<file path="config.mk">
export PLATFORM = sky130hd
export DESIGN_NAME = d_flip_flop_counter_flat
export DESIGN_NICKNAME = d
export VERILOG_FILES = /design/src/rtl/d_flip_flop_pkg.sv /design/src/rtl/d_flip_flop_if.sv /design/src/rtl/d_flip_flop_counter.sv /design/src/rtl/d_flip_flop.sv /design/src/flat_wrapper.sv
export SDC_FILE = /design/constraint.sdc
export NUM_CORES = 1
export LEC_CHECK = 0
export ABC_AREA = 1
export CORE_AREA = 2 2 39 41
export DETAILED_ROUTE_END_ITERATION = 6
export DIE_AREA = 0 0 41 43
export GPL_TIMING_DRIVEN = 1
export SYNTH_ARGS = -nofsm -noshare
export SYNTH_HDL_FRONTEND = slang
export SYNTH_HIERARCHICAL = 1
export SYNTH_SLANG_ARGS = --single-unit
</file>
<file path="constraint.sdc">
create_clock -name clk -period 1.7 [get_ports clk]
set_input_delay 0.255 -clock clk [delete_from_list [all_inputs] [get_ports clk]]
set_output_delay 0.255 -clock clk [all_outputs]
set_load 0.005 [all_outputs]
</file>
<file path="src/rtl/d_flip_flop_pkg.sv">
// Shared constants and counter next-state helper for the stopwatch slice.
// Latency: n/a (types and functions only). Backpressure: n/a.
package d_flip_flop_pkg;

  localparam int CNT_W = 4;
  localparam logic [CNT_W-1:0] COUNTER_RESET = '0;

  typedef enum logic [1:0] {
    OP_HOLD  = 2'd0,
    OP_COUNT = 2'd1,
    OP_LOAD  = 2'd2
  } cnt_op_t;

  function automatic logic [CNT_W-1:0] next_count(input cnt_op_t op,
                                                  input logic [CNT_W-1:0] cur,
                                                  input logic [CNT_W-1:0] din);
    logic [CNT_W-1:0] nxt;
    nxt = cur;
    case (op)
      OP_LOAD:  nxt = din;
      OP_COUNT: nxt = cur + 1'b1;
      default:  nxt = cur;
    endcase
    return nxt;
  endfunction

endpackage

</file>
<file path="src/rtl/d_flip_flop_if.sv">
// Counter control/data bundle: load/count strobes, parallel load value, count out.
// Latency: wires only. Backpressure: none, the counter accepts every cycle.
interface d_flip_flop_if;
  import d_flip_flop_pkg::*;

  logic             load;
  logic             count;
  logic [CNT_W-1:0] din;
  logic [CNT_W-1:0] q;

  modport master (output load, output count, output din, input q);
  modport slave  (input load, input count, input din, output q);

endinterface

</file>
<file path="src/rtl/d_flip_flop_counter.sv">
// 4-bit load/count counter built from one d_flip_flop per bit.
// Latency: one cycle from load/count to q. Backpressure: none.
module d_flip_flop_counter
  import d_flip_flop_pkg::*;
(
  input  logic            clk,
  input  logic            rst,
  d_flip_flop_if.slave    bus
);

  cnt_op_t          op;
  logic [CNT_W-1:0] nxt;
  logic [CNT_W-1:0] cur;

  // Load takes priority over count.
  always_comb begin
    op = OP_HOLD;
    if (bus.load) begin
      op = OP_LOAD;
    end else if (bus.count) begin
      op = OP_COUNT;
    end
    nxt = next_count(op, cur, bus.din);
  end

  for (genvar i = 0; i < CNT_W; i++) begin : g_bit
    d_flip_flop #(
      .WIDTH       (1),
      .RESET_VALUE (COUNTER_RESET[i]),
      .INIT_VALUE  (1'b0)
    ) u_ff (
      .d   (nxt[i]),
      .clk (clk),
      .q   (cur[i]),
      .rst (rst),
      .en  (1'b1)
    );
  end

  assign bus.q = cur;

endmodule

</file>
<file path="src/rtl/d_flip_flop.sv">
// D-type storage bank with synchronous reset and clock enable.
// Latency: one cycle from d to q. Backpressure: none; en=0 simply holds q.
module d_flip_flop #(
  parameter int               WIDTH       = 1,
  parameter logic [WIDTH-1:0] RESET_VALUE = {WIDTH{1'b0}},
  parameter logic [WIDTH-1:0] INIT_VALUE  = {WIDTH{1'b0}}
) (
  input  logic [WIDTH-1:0] d,
  input  logic             clk,
  output logic [WIDTH-1:0] q,
  input  logic             rst,
  input  logic             en
);

  // Start-up value comes from the declaration so no reset pulse is needed.
  logic [WIDTH-1:0] q_r = INIT_VALUE;

  always_ff @(posedge clk) begin
    if (rst) begin
      q_r <= RESET_VALUE;
    end else if (en) begin
      q_r <= d;
    end
  end

  assign q = q_r;

endmodule

</file>
<file path="src/flat_wrapper.sv">
// flat-port wrapper written by rule: the top's interface ports become plain ports
module d_flip_flop_counter_flat import d_flip_flop_pkg::*;
  (clk, rst, bus_load, bus_count, bus_din, bus_q);
  d_flip_flop_if bus_i ();
  input  logic clk;
  input  logic rst;
  input wire logic [$bits(bus_i.load)-1:0] bus_load;
  input wire logic [$bits(bus_i.count)-1:0] bus_count;
  input wire logic [$bits(bus_i.din)-1:0] bus_din;
  output wire logic [$bits(bus_i.q)-1:0] bus_q;
  assign bus_i.load = bus_load;
  assign bus_i.count = bus_count;
  assign bus_i.din = bus_din;
  assign bus_q = bus_i.q;
  d_flip_flop_counter u_core (.clk(clk), .rst(rst), .bus(bus_i));
endmodule
</file>
==> insert_results.sql <==
INSERT INTO impl_metrics (metric_group, metric, value, unit) VALUES
('run_status', 'status', 'finished, final reports clean', ''),
('route', 'routed_wl', '673', 'um'),
('die', 'floorplan.rows', '14', ''),
('clocking', 'postCtsHoldBufs', '0', ''),
('clocking', 'cts_max_level', '1', ''),
('synth', 'seq_area_frac_synth', '26.2', '%'),
('worst_hold_path', 'worstHoldPathType', 'reg2reg', ''),
('critical_path', 'worst_path_max_delay_cell', 'sky130_fd_sc_hd__clkdlybuf4s50_1', ''),
('clocking', 'post_cts_resized', '0', ''),
('route', 'antenna_left', '0', ''),
('global_route', 'grt_use_met2', '12.5', '%'),
('route', 'drt_iter0_markers', '10', ''),
('synth', 'edff_count_synth', '0', ''),
('route', 'post_drt_wl_per_cell', '7.40', 'um'),
('global_route', 'grt_busiest_layer', 'met1', ''),
('synth', 'post_synth_instance_area', '305', 'um2'),
('die', 'die_span_y', '43', 'um'),
('place', 'gp_congestion', '0.729', ''),
('synth', 'synth_cells', '54', ''),
('clocking', 'cts_made_buffers', '3', ''),
('finish', 'syn2layout_area_growth', '58.6', '%'),
('synth', 'synth_seq_cells', '4', ''),
('critical_path', 'cp.arrival', '1.21', 'ns'),
('global_route', 'globalRoute.totalOverflow', '0', ''),
('critical_path', 'required_worst_endpoint', '1.44', 'ns'),
('synth', 'synthesis.yosys.warnings', '6', ''),
('sta', 'finalHoldViolations', '0', ''),
('die', 'dieArea', '1760', 'um2'),
('critical_path', 'crit_type', 'reg2out', ''),
('critical_path', 'crit_path_end_kind', 'output port', ''),
('sta', 'final_min_period_over_clock_period', '86.5', '%'),
('place', 'hpwl', '493', 'um'),
('finish', 'final_net_count', '86', ''),
('global_route', 'grt_first_pass_wirelength', '1.16', 'mm'),
('job', 'maxCapViolCount', '0', ''),
('clocking', 'cts.sink_count', '4', ''),
('power_and_ir_drop', 'power.ir.vdd_worst', '0.000166', 'V'),
('sta', 'rsz0062_at_grt', 'no', ''),
('finish', 'antenna_cells_inserted', '0', ''),
('finish', 'finish.utilization', '35.0', '%'),
('synth', 'synth_flop_cell', 'sky130_fd_sc_hd__dfxtp_1', ''),
('global_route', 'grt.total_usage', '9.52', '%'),
('synth', 'post_synth_arst_share', '0', '%'),
('global_route', 'grt_start_max_net_pins', '8', ''),
('global_route', 'antenna_found_initial', '0', ''),
('power_and_ir_drop', 'static-leakage-power', '0.255', 'nW'),
('clocking', 'insertion_delay', '0.23', 'ns'),
('sta', 'fin_worst_skew', '0.00223', 'ns'),
('global_route', 'groute.layer.met3.usage', '1.57', '%'),
('sta', 'timing.final.setup_violations', '0', ''),
('die', 'fp.coreArea', '1380', 'um2'),
('sta', 'highest_clock_frequency_the_design_can_meet', '680', 'MHz'),
('clocking', 'ctsRootBufferMaster', 'sky130_fd_sc_hd__clkbuf_4', ''),
('clocking', 'clock_tree_from_tritoncts', 'built', ''),
('critical_path', 'cp-start-kind', 'flip-flop', ''),
('critical_path', 'critical_path.n_buffers_inverters', '1', ''),
('synth', 'commonest_cells_post_synth', '18 x sky130_fd_sc_hd__nand2_1, 11 x sky130_fd_sc_hd__inv_1, 6 x sky130_fd_sc_hd__nor2_1', ''),
('power_and_ir_drop', 'power_per_cell_area', '639', 'nW/um2'),
('clocking', 'post_cts.repair.setup_buffers', '0', ''),
('place', 'port-buffer-count', '11', ''),
('critical_path', 'path_max_fanout', '7', ''),
('sta', 'final-max-slew-violation-count', '0', ''),
('synth', 'netlist.area_leader.share', '26.2', '%'),
('critical_path', 'path_cells', 'clkdlybuf4s50_1', ''),
('synth', 'yosys-top-cells-area', 'sky130_fd_sc_hd__dfxtp_1 26%, sky130_fd_sc_hd__nand2_1 22%, sky130_fd_sc_hd__inv_1 14%', ''),
('synth', 'synth.avg_cell_area', '5.65', 'um2'),
('finish', 'largest_register_ffs', '4', ''),
('die', 'start_util', '22.1', '%'),
('route', 'drcViolationCount', '0', ''),
('sta', 'final.setup.tns', '0', 'ns'),
('synth', 'synth_top_cell_by_area', 'sky130_fd_sc_hd__dfxtp_1', '');
[layer usage]
| metal | wire, um | up-vias | part of all wire [%] |
|---|---|---|---|
| met1 | 340 | 140 | 51 |
| met3 | 28 | 0 | 4.2 |
| met5 | 0 | - | 0 |
| met2 | 304 | 7 | 45 |
| li1 | - | 197 | - |
| met4 | 0 | 0 | 0 |
[area by class of cell]
class / count / area [um2]
clock buffer: 3 / 22.5
fill: 151 / 900
inverter: 11 / 41.3
multi-input combinational: 46 / 210
sequential: 4 / 80.1
tap: 16 / 20.0
timing repair buffer: 11 / 110
[per-stage QoR]
step	setup WS (ns)	cells	hold WS (ns)	total power, W
4_1_cts	0.219	91	0.734	0.000313
3_3_place_gp	0.187	88	0.717	0.000189
3_5_place_dp	0.197	88	0.724	0.000189
6_report	0.230	91	0.738	0.000309
2_1_floorplan	0.561	61	0.413	0.000151
5_1_grt	0.177	91	0.790	0.000328
[placed cells by master, fill, tap and decap left out]
cell type and count:
sky130_fd_sc_hd__nand2_1 18, sky130_fd_sc_hd__nand4_1 1, sky130_fd_sc_hd__nor2_1 6, sky130_fd_sc_hd__clkbuf_4 3, sky130_fd_sc_hd__or2_0 1, sky130_fd_sc_hd__ha_1 1, sky130_fd_sc_hd__conb_1 8, sky130_fd_sc_hd__nor2_2 4
sky130_fd_sc_hd__dfxtp_1 4, sky130_fd_sc_hd__clkdlybuf4s50_1 11, sky130_fd_sc_hd__nand3_1 5, sky130_fd_sc_hd__a22oi_1 2, sky130_fd_sc_hd__inv_1 11
[final timing paths]
| check | startpoint | endpoint | slack (ns) | cells after the start |
|---|---|---|---|---|
| worst max-delay path | u_core/g_bit[0].u_ff/q$_SDFFE_PP0P_ | bus_q[0] | 0.23 | 1 |
| worst min-delay path | u_core/g_bit[2].u_ff/q$_SDFFE_PP0P_ | u_core/g_bit[2].u_ff/q$_SDFFE_PP0P_ | 0.74 | 6 |
| worst max register to register | u_core/g_bit[0].u_ff/q$_SDFFE_PP0P_ | u_core/g_bit[2].u_ff/q$_SDFFE_PP0P_ | 0.50 | 8 |
| worst min register to register | u_core/g_bit[2].u_ff/q$_SDFFE_PP0P_ | u_core/g_bit[2].u_ff/q$_SDFFE_PP0P_ | 0.74 | 6 |
[cells by family after synthesis]
family,count (synthesis),synth area share [%]
simple gates,35,50.0
compound gates,2,4.92
other cells,1,1.23
buf+inv,11,13.5
fa+ha+maj,1,4.10
flops,4,26.2
[power breakdown]
group	switching (W)	internal, W
clock network	0.0000417	0.0000792
logic	0.0000330	0.0000428
registers	0.0000112	0.000101
(Power assumes the default switching activity.)
==> RTL edit 1, RTL diff (config.mk and constraints unchanged) <==
The package constant `CNT_W` goes from 4 to 5.
--- a/src/rtl/d_flip_flop_pkg.sv
+++ b/src/rtl/d_flip_flop_pkg.sv
@@ -3,5 +3,5 @@
 package d_flip_flop_pkg;
 
-  localparam int CNT_W = 4;
+  localparam int CNT_W = 5;
   localparam logic [CNT_W-1:0] COUNTER_RESET = '0;
 
Interface: changed (resized bus_din and bus_q); port bits go from 12 to 14. No check against the original RTL was run, so the function may have changed too.
==> RTL edit 1 against the unedited design <==
- final cell count increased by 22%
- non-clock buffer count increased by 2
- synthesized cell count grew 28%
- global-route usage rose by 2.2 points
- final area up 23%
- area after synthesis rose by 27%
- count of clock-buffer cells in the layout rose by 1
- power grew 20%
- sequential cell count grew 1
- routed wire length increased by 25%
- setup slack lost 0.035 ns
- critical path type unchanged
==> RTL edit 1: results <==
routing:
  wl_per_cell_um: 7.58
  top_layer: "met4"
  dr_wl_met2_um: 359
  drt-total-wl_um: 841
  wl_met3_um: 62
  drt_iter0_drc: 11
  drt-met1-wl_um: 414
worst_setup_path:
  path_delay_family: "buffers and inverters"
  rr_endpoint: "u_core/g_bit[2].u_ff/q"
  worstPathArrival_ns: 1.25
  setup.worst_path.start: "u_core/g_bit[2].u_ff/q"
  rrSetupSlack_ns: 0.37
  cp-endpoint: "bus_q[2]"
  cpMaxStageDelayCell: "clkdlybuf4s50_1"
logic_synthesis:
  synth_compound_area_share_pct: 3.88
  netlist_instances: 69
  synth_cell_types: 11
  synthTopCellsByArea: "dfxtp_1 (26%), nand2_1 (22%), inv_1 (14%), nand3_1 (10%), nor2_2 (8.1%)"
  synth_seq_area_share_pct: 25.9
  synth_common_cells: "nand2_1 (23), inv_1 (14), nand3_1 (8)"
  synth_fa_ha_area_share_pct: 3.24
power:
  p_int_uw: 267
  pg_seq_uw: 141
  vdd.ir_drop.worst_uv: 213
  pwr-share-seq_pct: 38.1
  p_comb_share_pct: 25.1
  p_leak_uw: 0.000317
global_routing:
  grt_use_total_pct: 11.7
  antenna_found_initial: 0
  grt_max_degree: 10
  grt_pass1_wl_um: 1330
  grt_pass1_vias: 339
  gr-usage-met3_pct: 1.57
  use_met2_pct: 15.0
place:
  place_area_um2: 571
  port_buffers: 13
  dpl_worst_slack_ns: 0.123
  hpwl_um: 610
  gp_congestion: 0.685
worst_hold_path:
  hold_depth: 6
  hp-class: "reg -> reg"
cells_and_area:
  nFillCells: 157
  largest_register_ffs: 5
  nets: 106
  drive_gt1_share_pct: 9.47
timing:
  period_minus_slack_ns: 1.51
  finalSetupTns_ns: 0
  skew_ns: 0.00500
clocking:
  cts_tree: "built"
  numCtsBuffers: 3
run_status:
  outcome: "completed"
==> RTL edit 1: how the worst min path moves through the flow <==
stage | slack (ns) | from | endpoint
final | 0.73 | u_core/g_bit[1].u_ff/q | u_core/g_bit[1].u_ff/q
after CTS | 0.73 | u_core/g_bit[1].u_ff/q | u_core/g_bit[1].u_ff/q
after global routing | 0.79 | rst | u_core/g_bit[0].u_ff/q
after floorplan | 0.41 | rst | u_core/g_bit[0].u_ff/q
after global placement | 0.72 | u_core/g_bit[1].u_ff/q | u_core/g_bit[1].u_ff/q
after detailed placement | 0.72 | u_core/g_bit[1].u_ff/q | u_core/g_bit[1].u_ff/q
==> RTL edit 1: layout make-up <==
| cell class | count | share of cell area, % |
|---|---|---|
| clock buffer | 4 | 4.40 |
| timing repair buffer | 13 | 21.8 |
| inverter | 14 | 8.81 |
| sequential | 5 | 16.8 |
| multi-input combinational | 59 | 44.9 |
| tap | 16 | 3.35 |
==> RTL edit 2, RTL diff (same flow settings) <==
Made on the original files. Make the reset (`rst`) asynchronous in one clocked block. Comments in the files are not updated.
--- a/src/rtl/d_flip_flop.sv
+++ b/src/rtl/d_flip_flop.sv
@@ -16,5 +16,5 @@
   logic [WIDTH-1:0] q_r = INIT_VALUE;
 
-  always_ff @(posedge clk) begin
+  always_ff @(posedge clk or posedge rst) begin
     if (rst) begin
       q_r <= RESET_VALUE;
Function: differs if rst is asserted again (counterexample within 4 cycles, from zero or initial values and one cycle with rst high); with rst held inactive, the same outputs for 10 cycles.
==> RTL edit 2 against the unedited design <==
- register-to-register slack worse by 0.03 ns
- first-iteration DRC count is 60% higher
- setup slack got worse by 0.0043 ns
- routed wire length increased by 4.6%
- utilization shrank 0.36 points
- sequential cell count unchanged
- power increased by 11%
- area after synthesis fell by 1.6%
- count of clock-buffer cells in the layout stayed put
- final area shrank 1.0%
- sequential power up 15%
- fmax fell by 0.29%
==> RTL edit 2: results <==
cells_and_area:
  nFillCells: 168
  nets: 82
  drive_gt1_share_pct: 4.23
global_routing:
  grt_pass1_vias: 273
  grt_pass1_wl_um: 1070
  grt_use_total_pct: 9.38
logic_synthesis:
  synth_common_cells: "nand2_1 (22), inv_1 (11), nand3_1 (5)"
  synth_seq_area_share_pct: 33.3
  synth_cell_types: 10
  synth_fa_ha_area_share_pct: 4.17
  synthTopCellsByArea: "dfrtp_1 (33%), nand2_1 (27%), inv_1 (14%), nand3_1 (8.3%), a22oi_1 (5.0%)"
  synth_ff_type: "dfrtp_1"
routing:
  wl_per_cell_um: 8.09
  drt_iter0_drc: 16
  vias_per_cell: 3.76
run_status:
  outcome: "completed"
power:
  p_leak_uw: 0.000295
place:
  gp_congestion: 0.669
  dpl_worst_slack_ns: 0.282
timing:
  period_minus_slack_ns: 1.47
  skew_ns: 0.00376
worst_setup_path:
  reg2reg_depth: 6
  rrSetupSlack_ns: 0.47
  setup.worst_path.start: "u_core/g_bit[0].u_ff/q"
worst_hold_path:
  hp-class: "in -> async"
-- RTL edit 2: changes by cell type after synthesis --
cell	change
dfxtp_1	-4
dfrtp_1	+4
nor2_2	-4
nand2_1	+4
nor2_1	-4
-- RTL edit 2: final cells by class --
| cell class | count | area [um2] | area share (%) |
|---|---|---|---|
| multi-input combinational | 42 | 185 | 38.6 |
| timing repair buffer | 11 | 110 | 23.0 |
| sequential | 4 | 100 | 20.9 |
| inverter | 11 | 41.3 | 8.62 |
| clock buffer | 3 | 22.5 | 4.70 |
| tap | 16 | 20.0 | 4.18 |
-- RTL edit 2: report_power, final --
| group | internal [uW] | switching (uW) | leakage (uW) | total [uW] |
|---|---|---|---|---|
| clock | 78.9 | 38.5 | 0.0000138 | 117 |
| sequential | 109 | 21.4 | 0.0000502 | 130 |
| combinational | 56.2 | 39.2 | 0.000231 | 95.3 |
-- RTL edit 2: metrics by stage --
| step | instances | hold slack [ns] | util, % | instance area (um2) |
|---|---|---|---|---|
| 3_5_place_dp | 84 | 0.488 | 33.0 | 457 |
| 4_1_cts | 87 | 0.239 | 34.6 | 479 |
| 5_1_grt | 87 | 0.249 | 34.6 | 479 |
| 6_report | 87 | 0.246 | 34.6 | 479 |
| 2_1_floorplan | 57 | -0.0163 | - | 327 |
| 3_3_place_gp | 84 | 0.481 | 33.0 | 457 |
-- RTL edit 2: worst min path at each step --
stage,cells after the start,from,endpoint,slack [ns]
final,2,rst,u_core/g_bit[3].u_ff/q,0.25
after global routing,2,rst,u_core/g_bit[1].u_ff/q,0.25
after CTS,2,rst,u_core/g_bit[2].u_ff/q,0.24
after detailed placement,2,rst,u_core/g_bit[1].u_ff/q,0.49
after global placement,2,rst,u_core/g_bit[2].u_ff/q,0.48
after floorplan,1,rst,u_core/g_bit[0].u_ff/q,-0.02
-- RTL edit 2: per-layer routing --
metal,GRT usage [%],wire length (um)
met4,6.00,0
met5,0,0
met1,13.1,353
met3,4.71,53
met2,10.9,298
-- RTL edit 2: cell families after synthesis --
| family | Yosys count |
|---|---|
| compound gates | 2 |
| fa+ha+maj | 1 |
| buf+inv | 11 |
| flops | 4 |
| other cells | 1 |
| simple gates | 31 |
